`config.mk`:
```
export PLATFORM = sky130hd
export DESIGN_NAME = board_renderer
export DESIGN_NICKNAME = d
export VERILOG_FILES = /design/src/rtl/board_renderer.sv
export SDC_FILE = /design/constraint.sdc
export NUM_CORES = 1
export LEC_CHECK = 0
export ABC_AREA = 0
export BUFFER_PORTS_ARGS = -buffer_cell sky130_fd_sc_hd__buf_2
export CAP_MARGIN = 20
export CELL_PAD_IN_SITES_DETAIL_PLACEMENT = 1
export CELL_PAD_IN_SITES_GLOBAL_PLACEMENT = 2
export CORE_MARGIN = 5
export CORE_UTILIZATION = 29
export DETAILED_ROUTE_END_ITERATION = 10
export PLACE_DENSITY = 0.8
export RECOVER_POWER = 25
export SYNTH_ARGS = -nofsm -noshare
export SYNTH_HDL_FRONTEND = slang
export SYNTH_SLANG_ARGS = --single-unit
```
`constraint.sdc`:
```
create_clock -name clk -period 4.9 [get_ports clk]
set_input_delay 0.245 -clock clk [delete_from_list [all_inputs] [get_ports clk]]
set_output_delay 0.245 -clock clk [all_outputs]
set_load 0.03 [all_outputs]
```
`src/rtl/board_renderer.sv`:
```
// board_renderer: drives the tile copy block to redraw the 20x15 board, with an
// optional full-screen background first, and translates each pixel the copy
// block writes into absolute screen x/y for the VGA framebuffer adapter.
module board_renderer #(
    parameter int unsigned COLS       = 20,
    parameter int unsigned ROWS       = 15,
    parameter int unsigned TILE_BITS  = 5,
    parameter logic [4:0]  EMPTY_TILE = 5'd0
) (
    input  logic        clk,
    input  logic        reset_n,
    input  logic        start,
    input  logic        draw_bg,
    input  logic        skip_empty,
    output logic        busy,
    output logic        done,
    output logic [8:0]  map_addr,
    input  logic [4:0]  map_data,
    output logic        copy_go,
    output logic [1:0]  copy_mem_select,
    output logic [4:0]  copy_tile_select,
    input  logic        copy_finished,
    input  logic        copy_write_en,
    input  logic [18:0] copy_offset,
    input  logic [14:0] copy_colour,
    output logic [9:0]  vga_x,
    output logic [8:0]  vga_y,
    output logic [14:0] vga_colour,
    output logic        vga_plot
);

    localparam int unsigned CW = $clog2(COLS);
    localparam int unsigned RW = $clog2(ROWS);

    typedef enum logic [3:0] {
        S_IDLE,
        S_BG_GO,
        S_BG_WAIT,
        S_FETCH,
        S_FETCH_WAIT,
        S_TILE_GO,
        S_TILE_WAIT,
        S_NEXT,
        S_DONE
    } state_t;

    state_t         r_state;
    state_t         w_next;
    logic           r_skip;
    logic [CW-1:0]  r_col;
    logic [RW-1:0]  r_row;
    logic [8:0]     r_map_addr;
    logic [4:0]     r_tile;
    logic           r_plot;
    logic [9:0]     r_x;
    logic [8:0]     r_y;
    logic [14:0]    r_colour;

    logic           w_last_cell;
    logic           w_in_wait;
    logic [9:0]     w_x;
    logic [8:0]     w_y;

    assign w_last_cell = (r_row == RW'(ROWS - 1)) && (r_col == CW'(COLS - 1));
    assign w_in_wait   = (r_state == S_BG_WAIT) || (r_state == S_TILE_WAIT);

    // State register
    always_ff @(posedge clk) begin
        if (!reset_n) begin
            r_state <= S_IDLE;
        end else begin
            r_state <= w_next;
        end
    end

    // Next-state and control outputs decoded from the current state
    always_comb begin
        w_next          = r_state;
        busy            = 1'b1;
        done            = 1'b0;
        copy_go         = 1'b0;
        copy_mem_select = 2'b00;
        case (r_state)
            S_IDLE: begin
                busy = 1'b0;
                if (start) begin
                    w_next = draw_bg ? S_BG_GO : S_FETCH;
                end
            end
            S_BG_GO: begin
                copy_go         = 1'b1;
                copy_mem_select = 2'b01;
                w_next          = S_BG_WAIT;
            end
            S_BG_WAIT: begin
                copy_mem_select = 2'b01;
                if (copy_finished) begin
                    w_next = S_FETCH;
                end
            end
            S_FETCH: begin
                w_next = S_FETCH_WAIT;
            end
            S_FETCH_WAIT: begin
                w_next = (r_skip && (map_data == EMPTY_TILE)) ? S_NEXT : S_TILE_GO;
            end
            S_TILE_GO: begin
                copy_go         = 1'b1;
                copy_mem_select = 2'b11;
                w_next          = S_TILE_WAIT;
            end
            S_TILE_WAIT: begin
                copy_mem_select = 2'b11;
                if (copy_finished) begin
                    w_next = S_NEXT;
                end
            end
            S_NEXT: begin
                w_next = w_last_cell ? S_DONE : S_FETCH;
            end
            S_DONE: begin
                done   = 1'b1;
                w_next = S_IDLE;
            end
            default: begin
                w_next = S_IDLE;
            end
        endcase
    end

    // Cell walk: raster counters with an incrementing address instead of row*COLS+col
    always_ff @(posedge clk) begin
        if (!reset_n) begin
            r_skip     <= 1'b0;
            r_col      <= '0;
            r_row      <= '0;
            r_map_addr <= '0;
            r_tile     <= '0;
        end else begin
            if ((r_state == S_IDLE) && start) begin
                r_skip     <= skip_empty;
                r_col      <= '0;
                r_row      <= '0;
                r_map_addr <= '0;
            end
            if (r_state == S_FETCH_WAIT) begin
                r_tile <= map_data;
            end
            if ((r_state == S_NEXT) && !w_last_cell) begin
                r_map_addr <= r_map_addr + 9'd1;
                if (r_col == CW'(COLS - 1)) begin
                    r_col <= '0;
                    r_row <= r_row + RW'(1);
                end else begin
                    r_col <= r_col + CW'(1);
                end
            end
        end
    end

    // Screen coordinate for the pixel the copy block is writing this cycle
    always_comb begin
        if (r_state == S_BG_WAIT) begin
            w_x = copy_offset[9:0];
            w_y = copy_offset[18:10];
        end else begin
            w_x = (10'(r_col) << TILE_BITS) + 10'(copy_offset[TILE_BITS-1:0]);
            w_y = (9'(r_row) << TILE_BITS) + 9'(copy_offset[2*TILE_BITS-1:TILE_BITS]);
        end
    end

    // Registered pixel path; strobes outside a copy are dropped
    always_ff @(posedge clk) begin
        if (!reset_n) begin
            r_plot   <= 1'b0;
            r_x      <= '0;
            r_y      <= '0;
            r_colour <= '0;
        end else begin
            r_plot   <= copy_write_en && w_in_wait;
            r_x      <= w_x;
            r_y      <= w_y;
            r_colour <= copy_colour;
        end
    end

    assign map_addr         = r_map_addr;
    assign copy_tile_select = r_tile;
    assign vga_plot         = r_plot;
    assign vga_x            = r_x;
    assign vga_y            = r_y;
    assign vga_colour       = r_colour;

endmodule

```
==> run summary <==
Port Buffers - 99
Status - finished clean
FF-to-FF Start - r_state[0]
Crit end category - flip-flop
Post-Syn Instances - 276
Post-Synth Adder-Cell Area - 1.99%
Post-synthesis simple-gate area fraction - 27.2%
Total CTS buffers - 9
First-pass GRT wire length - 11000 µm
Vias in the first global route - 2325
Largest family of logic cells by synthesized area - simple AND/OR/NAND/NOR gates
Routed len/inst - 14.2 µm
Compound-Gate Fraction of Synth Area - 13.6%
Leakage power - 1.43 nW
CTS clk-pin slew, worst paths - 0.07 ns
Post-CTS Setup Inserts - 0
Share of cells above drive strength 1 - 28.9%
Met3 Usage GRT - 3.76%
Count leader, synth - dfxtp_1
Row count - 34
Gpl congestion - 0.800
Worst hold stages - 2
Total track usage - 13.3%
# setup viols final - 0
Top cells by count, synth - dfxtp_1 (63), nand2_1 (41), a21oi_1 (24)
# diodes - 0
YS warnings - 0
WP data required - 5.12 ns
Post-synthesis sequential area ratio - 50.1%
Worst slew pin tran - 1.06 ns
Yosys top cell by area - dfxtp_1
Die X - 103 µm
Setup TNS - 0 ns
Area grow syn2layout - 31.0%
RSZ-0062 raised after global routing - no
DIE AREA - 0.0106 mm²
Xor/xnor share of the synthesized area - 0.696%
Top cells by area, synth - dfxtp_1 (50%), nand2_1 (6.1%), and2_1 (5.7%)
Clock Sink Count - 63
Post-synth ARST share - 0%
Crit start category - flip-flop
Peak VDD IR - 0.134 mV
Initial DRC count - 81
Final clock skew - 0.0109 ns
Final wirelength - 6890 µm
Via count - 2289
Met1 usage - 16.5%
Hold Path Sink - vga_colour[11]
Initial Util - 29.3%
Hold Startpoint - copy_colour[11]
Core footprint - 0.00859 mm²
H-Tree Depth - 3
Critical Path AT - 2.37 ns
Syn Std Cell Area - 0.00252 mm²
Worst-skew pair later-pin latency - 0.34 ns
Top FF cell, synth - dfxtp_1
Worst hold path class - primary input to flip-flop
Final period util - 43.9%
P per Cell Area - 372 mW/mm²
Pre-Repair DR Iteration Count - 4
Yosys top cell area share - 50.1%
Fmax achieved - 465 MHz
R2r endpoint - map_addr[3]
Min cycle time layout - 2.15 ns
Initial antenna violation count - 0
Synth cell types - 44
Fin. max-slew vios - 0
Cts hold-fix bufs - 0
Grt ovf - 0
Power Total - 0.00123 W
Fin nets - 422
Die height - 103 µm
Slew margin rel. - 29.5%
DRC errors left - 0
R2R setup slack - 2.75 ns
Clock Tree Buf Depth - 2
Hpwl dp - 4970 µm
Post-synthesis mux area share - 2.78%
Max Cap Violations - 0
#FFs+latches synth - 63
Final hold violation count - 0
Mean Syn Cell Area - 9.12 µm²
Worst-case reg-to-reg path depth - 4
GR peak layer - met2
Crit Path Max Fanout - 16
Setup CP Type - flip-flop to flip-flop
CTS resizes - 0
CTS tree - done
Root buffer cell - clkbuf_8
Boundary Pins - 100
M2 GR Usage - 21.1%
Syn Nets - 326
Number of routed nets with antenna violations - 0
Vias/cell - 4.72
Pin count of the biggest net entering global routing - 35
Number of enable flip-flop cells after synthesis - 0
-- layout make-up --
cell class / count / area, µm²
clock buffers: 13 / 159
clock inverters: 3 / 65.1
fillers: 1038 / 5300
inverters: 4 / 15.0
multi-input cells: 194 / 1160
flip-flops and latches: 63 / 1260
well taps: 108 / 135
repair buffers: 100 / 498
-- worst max-delay path by stage --
stage,from,end,slack (ns),cells after the start
3_3_place_gp,reset_n,map_addr[0],2.66,3
2_1_floorplan,r_row[0],map_addr[8],3.16,6
4_1_cts,r_state[0],map_addr[3],2.69,4
6_report,r_state[0],map_addr[3],2.75,4
5_1_grt,reset_n,r_row[3],2.43,4
3_5_place_dp,reset_n,map_addr[3],2.67,3
-- cells in the final DEF (no fill, tap or decap), types with 2 or more instances in the layout --
master,netlist,layout
buf_2,4,89
dfxtp_1,63,63
nand2_1,41,41
a21oi_1,24,24
nor2_1,19,19
and2_1,23,17
nand3_1,16,16
clkbuf_1,8,12
clkbuf_8,0,11
mux2i_1,7,7
a31oi_1,6,6
and2_0,0,6
nor3_1,5,5
nand4_1,4,4
or4_1,4,4
o21ai_0,4,4
ha_1,4,4
inv_1,3,3
and3_1,3,3
o311ai_0,3,3
a41oi_1,3,3
nor2b_1,3,3
o31ai_1,2,2
a311oi_1,2,2
nand3b_1,2,2
a32oi_1,2,2
bufinv_16,0,2
-- flip-flops by register name, indices dropped and copies added, names as in the netlist --
register and count:
r_row 4, vga_colour 15, copy_tile_select 5, vga_y 9, vga_plot 1, r_col 5, r_skip 1, vga_x 10
map_addr 9, r_state 4
-- stage by stage --
step           worst slack (ns)  instance area (µm²)  utilization (%)  hold WS [ns]  instances
6_report                   2.75                 3300             38.4         0.111        485
4_1_cts                    2.69                 3300             38.4        0.0904        484
3_5_place_dp               2.67                 3070             35.7         0.456        468
3_3_place_gp               2.66                 3070             35.7         0.450        468
2_1_floorplan              3.16                 2520                -         0.371        276
5_1_grt                    2.43                 3300             38.4        0.0855        485
-- cell families after synthesis --
group / after synthesis
compound gates: 53
xor+xnor: 2
fa+ha+maj: 4
buf+inv: 19
flops: 63
mux: 7
simple gates: 128
-- routing by layer --
layer / wire length, µm / up-vias / part of all wire [%]
met5: 0 / - / 0
met4: 106 / 0 / 1.5
met3: 529 / 9 / 7.7
met2: 3120 / 67 / 45
met1: 3130 / 1056 / 45
li1: - / 1157 / -
-- power breakdown --
group	switching (W)	internal (W)	total, W
registers	0.0000165	0.000534	0.000551
clock network	0.000195	0.000314	0.000509
logic	0.000113	0.0000545	0.000168
total	0.000325	0.000903	0.00123
-- critical path, stage by stage, from the launching register on --
cell,delay [ns]
dfxtp_1,0.65
nor2_1,0.20
nand3_1,0.59
nand2_1,0.26
a311oi_1,0.34
(Power assumes the default switching activity.)
